`src/rtl/fa8_rev_driver.sv`:
```
// fa8_rev_driver
// Sequencer for an external 8-bit dual-rail reversible ripple adder.
// One operation runs FWD -> NULL1 -> BWD -> NULL2 -> DONE. Each phase is held
// for SETTLE cycles. The forward result is captured at the end of FWD. It is
// then driven back through the array, and the recovered operand is compared
// with the original at the end of BWD. Illegal dual-rail codes (00/11) seen on
// any sampled pair raise out_rail_err. A recovery mismatch raises out_rev_err.

module fa8_rev_driver #(
    parameter int SETTLE = 2
) (
    input  logic       clk,
    input  logic       rst,

    // operand handshake
    input  logic       in_valid,
    output logic       in_ready,
    input  logic [7:0] in_a,
    input  logic [7:0] in_b,
    input  logic       in_cin,

    // result handshake
    output logic       out_valid,
    input  logic       out_ready,
    output logic [7:0] out_sum,
    output logic       out_cout,
    output logic       out_rail_err,
    output logic       out_rev_err,

    // forward drive
    output logic [7:0] fa_a,
    output logic [7:0] fa_a_not,
    output logic [7:0] fa_b,
    output logic [7:0] fa_b_not,
    output logic       fa_c0_f,
    output logic       fa_c0_f_not,

    // forward sense
    input  logic [7:0] fa_s,
    input  logic [7:0] fa_s_not,
    input  logic       fa_c7,
    input  logic       fa_c7_not,

    // backward drive
    output logic [7:0] fa_s_bwd,
    output logic [7:0] fa_s_not_bwd,
    output logic       fa_c7_bwd,
    output logic       fa_c7_not_bwd,
    output logic       fa_bwd_en,

    // backward sense
    input  logic [7:0] fa_a_b,
    input  logic [7:0] fa_a_not_b,
    input  logic       fa_c0_b,
    input  logic       fa_c0_not_b
);

    // Final count value of a phase. The counter runs 0..SETTLE-1.
    localparam logic [3:0] PHASE_LAST = 4'(SETTLE - 1);

    typedef enum logic [2:0] {
        IDLE  = 3'd0,
        FWD   = 3'd1,
        NULL1 = 3'd2,
        BWD   = 3'd3,
        NULL2 = 3'd4,
        DONE  = 3'd5
    } state_t;

    state_t     state_reg, state_next;
    logic [3:0] cnt_reg, cnt_next;

    // Latched operands, kept for the forward drive and the recovery compare
    logic [7:0] a_reg;
    logic [7:0] b_reg;
    logic       cin_reg;

    // Captured forward result and sticky error flags
    logic [7:0] sum_reg;
    logic       cout_reg;
    logic       rail_err_reg;
    logic       rev_err_reg;

    // Registered rail enables. They are decoded from state_next, so the pads
    // see clean flop outputs rather than a decode of the encoded state.
    logic       fwd_drive_reg;
    logic       bwd_drive_reg;

    logic       phase_last;
    logic       accept;
    logic       fwd_sample;
    logic       bwd_sample;

    // Per-bit illegal-code detection on the sensed dual-rail pairs
    logic [7:0] fwd_pair_bad;
    logic [7:0] bwd_pair_bad;
    logic       fwd_rail_bad;
    logic       bwd_rail_bad;
    logic       rev_mismatch;

    assign phase_last = (cnt_reg == PHASE_LAST);
    assign accept     = (state_reg == IDLE) && in_valid;
    assign fwd_sample = (state_reg == FWD) && phase_last;
    assign bwd_sample = (state_reg == BWD) && phase_last;

    assign in_ready     = (state_reg == IDLE);
    assign out_valid    = (state_reg == DONE);
    assign out_sum      = sum_reg;
    assign out_cout     = cout_reg;
    assign out_rail_err = rail_err_reg;
    assign out_rev_err  = rev_err_reg;

    // State and phase-counter register
    always_ff @(posedge clk or posedge rst) begin
        if (rst) begin
            state_reg <= IDLE;
            cnt_reg   <= 4'd0;
        end else begin
            state_reg <= state_next;
            cnt_reg   <= cnt_next;
        end
    end

    // Next-state logic. Each timed phase holds for SETTLE cycles and then
    // hands over with the counter cleared.
    always_comb begin
        state_next = state_reg;
        cnt_next   = cnt_reg;
        case (state_reg)
            IDLE: begin
                cnt_next = 4'd0;
                if (in_valid) begin
                    state_next = FWD;
                end
            end
            FWD: begin
                if (phase_last) begin
                    state_next = NULL1;
                    cnt_next   = 4'd0;
                end else begin
                    cnt_next = cnt_reg + 4'd1;
                end
            end
            NULL1: begin
                if (phase_last) begin
                    state_next = BWD;
                    cnt_next   = 4'd0;
                end else begin
                    cnt_next = cnt_reg + 4'd1;
                end
            end
            BWD: begin
                if (phase_last) begin
                    state_next = NULL2;
                    cnt_next   = 4'd0;
                end else begin
                    cnt_next = cnt_reg + 4'd1;
                end
            end
            NULL2: begin
                if (phase_last) begin
                    state_next = DONE;
                    cnt_next   = 4'd0;
                end else begin
                    cnt_next = cnt_reg + 4'd1;
                end
            end
            DONE: begin
                cnt_next = 4'd0;
                if (out_ready) begin
                    state_next = IDLE;
                end
            end
            default: begin
                state_next = IDLE;
                cnt_next   = 4'd0;
            end
        endcase
    end

    // Rail enables follow the state being entered, so they change on the same
    // edge as the state.
    always_ff @(posedge clk or posedge rst) begin
        if (rst) begin
            fwd_drive_reg <= 1'b0;
            bwd_drive_reg <= 1'b0;
        end else begin
            fwd_drive_reg <= (state_next == FWD);
            bwd_drive_reg <= (state_next == BWD);
        end
    end

    // Per-bit rail drive and illegal-code detection. The drive is true/not
    // encoded while its phase enable is set and all-zero (spacer) otherwise.
    generate
        for (genvar gi = 0; gi < 8; gi++) begin : g_bit
            assign fa_a[gi]         = fwd_drive_reg &  a_reg[gi];
            assign fa_a_not[gi]     = fwd_drive_reg & ~a_reg[gi];
            assign fa_b[gi]         = fwd_drive_reg &  b_reg[gi];
            assign fa_b_not[gi]     = fwd_drive_reg & ~b_reg[gi];
            assign fa_s_bwd[gi]     = bwd_drive_reg &  sum_reg[gi];
            assign fa_s_not_bwd[gi] = bwd_drive_reg & ~sum_reg[gi];

            assign fwd_pair_bad[gi] = ~(fa_s[gi]   ^ fa_s_not[gi]);
            assign bwd_pair_bad[gi] = ~(fa_a_b[gi] ^ fa_a_not_b[gi]);
        end
    endgenerate

    assign fa_c0_f       = fwd_drive_reg &  cin_reg;
    assign fa_c0_f_not   = fwd_drive_reg & ~cin_reg;
    assign fa_c7_bwd     = bwd_drive_reg &  cout_reg;
    assign fa_c7_not_bwd = bwd_drive_reg & ~cout_reg;
    assign fa_bwd_en     = bwd_drive_reg;

    assign fwd_rail_bad = (|fwd_pair_bad) | ~(fa_c7   ^ fa_c7_not);
    assign bwd_rail_bad = (|bwd_pair_bad) | ~(fa_c0_b ^ fa_c0_not_b);
    assign rev_mismatch = (fa_a_b != a_reg) || (fa_c0_b != cin_reg);

    // Operand latch, result capture and sticky error flags. The flags clear
    // on each accept so they describe only the operation now in flight.
    always_ff @(posedge clk or posedge rst) begin
        if (rst) begin
            a_reg        <= 8'd0;
            b_reg        <= 8'd0;
            cin_reg      <= 1'b0;
            sum_reg      <= 8'd0;
            cout_reg     <= 1'b0;
            rail_err_reg <= 1'b0;
            rev_err_reg  <= 1'b0;
        end else begin
            if (accept) begin
                a_reg        <= in_a;
                b_reg        <= in_b;
                cin_reg      <= in_cin;
                rail_err_reg <= 1'b0;
                rev_err_reg  <= 1'b0;
            end
            if (fwd_sample) begin
                sum_reg  <= fa_s;
                cout_reg <= fa_c7;
                if (fwd_rail_bad) begin
                    rail_err_reg <= 1'b1;
                end
            end
            if (bwd_sample) begin
                if (bwd_rail_bad) begin
                    rail_err_reg <= 1'b1;
                end
                if (rev_mismatch) begin
                    rev_err_reg <= 1'b1;
                end
            end
        end
    end

endmodule

```
`config.mk`:
```
export PLATFORM = sky130hd
export DESIGN_NAME = fa8_rev_driver
export DESIGN_NICKNAME = d
export VERILOG_FILES = /design/src/rtl/fa8_rev_driver.sv
export SDC_FILE = /design/constraint.sdc
export NUM_CORES = 1
export LEC_CHECK = 0
export BUFFER_PORTS_ARGS = -buffer_cell sky130_fd_sc_hd__buf_2
export CORE_UTILIZATION = 40
export CTS_CLUSTER_DIAMETER = 80
export DETAILED_ROUTE_END_ITERATION = 12
export PLACE_DENSITY = 0.79
export SETUP_SLACK_MARGIN = 0.1
export SYNTH_ARGS = -nofsm -noshare
export SYNTH_HDL_FRONTEND = slang
export SYNTH_SLANG_ARGS = --single-unit
```
`constraint.sdc`:
```
create_clock -name clk -period 1.5 [get_ports clk]
set_input_delay 0.15 -clock clk [delete_from_list [all_inputs] [get_ports clk]]
set_output_delay 0.15 -clock clk [all_outputs]
set_load 0.005 [all_outputs]
```
==> impl_metrics.csv <==
group,metric,value,unit
run_status,run_status,"complete, but fails checks",
run_status,violations,"negative setup slack",
min_path,hp-class,"in2reg",
timing,setup_tns,-0.06326,ns
job,maxCapViolations,0,
final_layout,num_antenna_cells,0,
power,vdd_drop_max,0.8693,mV
logic_synthesis,synth_flop_cell,"dfrtp_1",
power,p_total,0.005954,W
timing,setup_violations,3,
drt,via_per_inst,4.666,
drt,antenna_left,0,
worst_setup_path,worst-setup-path-type,"reg2reg",
final_layout,syn_to_final_growth,44.10,%
grt,grt.overflow.total,0,
logic_synthesis,avgSynthCellArea,10.60,um2
clock_tree,clock_latency,0.29,ns
worst_setup_path,rrSetupSlack,-0.04,ns
logic_synthesis,synth.distinct_cells,33,
worst_setup_path,critPathMaxFanout,5,
logic_synthesis,synth_area_leader_cell,"dfrtp_1",
worst_setup_path,timing.rr.start,"cnt_reg[1]",
placement,io_buffers,122,
clock_tree,clkTransAtPathRegs,0.07,ns
worst_setup_path,crit_required,1.71,ns
timing,max_slew_margin,69.32,%
power,power_density,1901,mW/mm2
min_path,hold_path_depth,2,
grt,grt_pass1_vias,1746,
timing,skew,0.005742,ns
drt,dr.pass1.iters,4,
drt,detail_route.wl_per_cell,12.64,um
final_layout,layout.cells.non_filler,413,
clock_tree,root_buffer,"clkbuf_8",
die,core_area,0.005172,mm2
logic_synthesis,synth.top_cells.by_area,"dfrtp_1 (43%), mux2_2 (13%), xnor2_1 (8.1%), and2_1 (7.8%), nor2b_1 (7.8%)",
grt,grt_pass1_wl,7714,um
clock_tree,clk_path_buf_depth,2,
min_path,whs_endpoint,"a_reg[3]",
timing,hold_viol_final,0,
logic_synthesis,async_reset_ff_share,100.0,%
timing,rsz0062_at_grt,"yes",
logic_synthesis,ys_seq_area_share,42.60,%
logic_synthesis,synth_area,0.002173,mm2
drt,drc_errors,0,
die,die_w,75.71,um
timing,finalCritPeriodShare,102.6,%
timing,period_minus_slack,1.539,ns
final_layout,nNetsFinal,401,
placement,gp_congestion,0.8283,
clock_tree,cts_buffers,5,
die,start_util,42.02,%
logic_synthesis,syn_nets,264,
placement,dp_cells,399,
logic_synthesis,yosysWarnings,0,
clock_tree,clock-sinks,37,
grt,grt_max_degree,38,
logic_synthesis,synth_top_area_share,42.60,%
timing,slew_violations,0,
drt,wl,5219,um
drt,dr_total_vias,1927,
worst_setup_path,cp_data_arrival_time,1.75,ns
die,ios,123,
min_path,hp-start,"in_a[3]",
logic_synthesis,synth_edf_count,0,
logic_synthesis,yosysMostFrequentCell,"dfrtp_1",
worst_setup_path,end_kind,"register",
worst_setup_path,critPathLaunchType,"register",
logic_synthesis,ys_ff_latch,37,
drt,drtIter0Drc,59,
placement,dpl_worst_slack,-0.03277,ns
placement,place_hpwl,4000,um
logic_synthesis,synthCells,205,
final_layout,seq_area,927.1,um2
die,fp.dieArea,0.005732,mm2
clock_tree,h-tree-depth,2,
logic_synthesis,ys_top_cells_by_count,"dfrtp_1 (37), and2_1 (27), nor2b_1 (27)",
die,rows,26,
clock_tree,cts_tree,"yes",
timing,setup_ws,-0.03949,ns
final_layout,n_fill_cell,453,
final_layout,drive_gt1_share,53.06,%
final_layout,multi_input_area,0.001234,mm2
grt,grtUsageTotal,18.12,%
worst_setup_path,r2r-end,"out_rail_err",
grt,antenna_found_initial,0,
die,dieHeight,75.71,um
worst_setup_path,rr_worst_depth,5,
timing,tightest_slew,0.4602,ns
timing,max_freq,649.6,MHz
power,leakagePower,1.618,nW
## layout by cell type (no fill, tap or decap), types with 2 or more instances in the layout
cell,n
nor2b_1,26
buf_4,11
buf_6,4
dfrtp_1,36
nor2_1,8
nand2b_1,2
xnor2_1,20
mux2_4,5
o22ai_1,3
ha_1,2
o21ai_0,2
nand3_1,3
clkbuf_8,6
nor3_1,2
mux2_2,20
nand2_1,4
nand2_4,2
buf_2,122
nand4_1,2
nor4_1,3
xor2_1,10
inv_1,5
and2_1,26
## per-stage QoR
stage / hold WS, ns / utilization (%) / cell area, um2
2_1_floorplan: 0.2847 / - / 2186
3_3_place_gp: 0.2874 / 56.12 / 2903
3_5_place_dp: 0.2877 / 56.12 / 2903
4_1_cts: 0.07656 / 59.99 / 3103
5_1_grt: 0.06786 / 60.55 / 3132
6_report: 0.08589 / 60.55 / 3132
## kinds of logic (layout without fill, tap and decap cells)
family                   count (synthesis)  after routing  share of synthesized area [%]
multiplexers                            26             26                          13.47
adder cells (fa/ha/maj)                  2              2                          1.151
flip-flops                              37             37                          42.60
buffers and inverters                   14            151                          3.454
XOR/XNOR                                30             30                          12.09
AO/OA/AOI/OAI                           10             10                          3.339
AND/OR/NAND/NOR                         86             87                          23.89
## critical path, stage by stage (launching register included)
cell and delay, ns:
dfrtp_1 0.38, inv_1 0.06, ha_1 0.14, or3b_4 0.41
or3_4 0.36, o221ai_2 0.13
## worst max-delay path by stage
stage	endpoint	slack (ns)	cells after the start	from
after floorplan	out_rail_err	0.02	5	cnt_reg[1]
after global placement	out_rail_err	0.009	5	cnt_reg[1]
after detailed placement	out_rail_err	-0.03	5	cnt_reg[1]
after CTS	out_rail_err	-0.05	5	cnt_reg[1]
after global routing	out_rail_err	-0.13	5	cnt_reg[1]
final	out_rail_err	-0.04	5	cnt_reg[1]
## report_power, final
group          internal (W)  switching, W
registers           0.00150      0.000486
logic               0.00180       0.00129
clock network      0.000542      0.000341
total               0.00384       0.00211
## cell type report
type,count,share of cell area (%)
Clock buffer,7,2.757
Multi-Input combinational cell,155,39.39
Timing Repair Buffer,138,23.89
Tap cell,70,2.797
Sequential cell,37,29.60
Inverter,5,0.5993
Clock inverter,1,0.9589
## layer usage
| metal | up-vias | GRT usage, % | wire length (um) |
|---|---|---|---|
| met5 | - | 0 | 0 |
| met4 | 0 | 5.556 | 65 |
| met3 | 7 | 4.630 | 312 |
| met2 | 72 | 31.55 | 2578 |
| met1 | 895 | 22.09 | 2263 |
| li1 | 953 | - | - |
## what timing repair did
action,in CTS,in global routing
pin swaps,3,2
gates cloned,1,0
setup endpoints to repair,40,76
resized for setup,13,5
endpoints found under the hold margin,37,0
hold buffers,1,0
setup buffers,2,2
No activity file was read; power rests on OpenSTA's default activity.
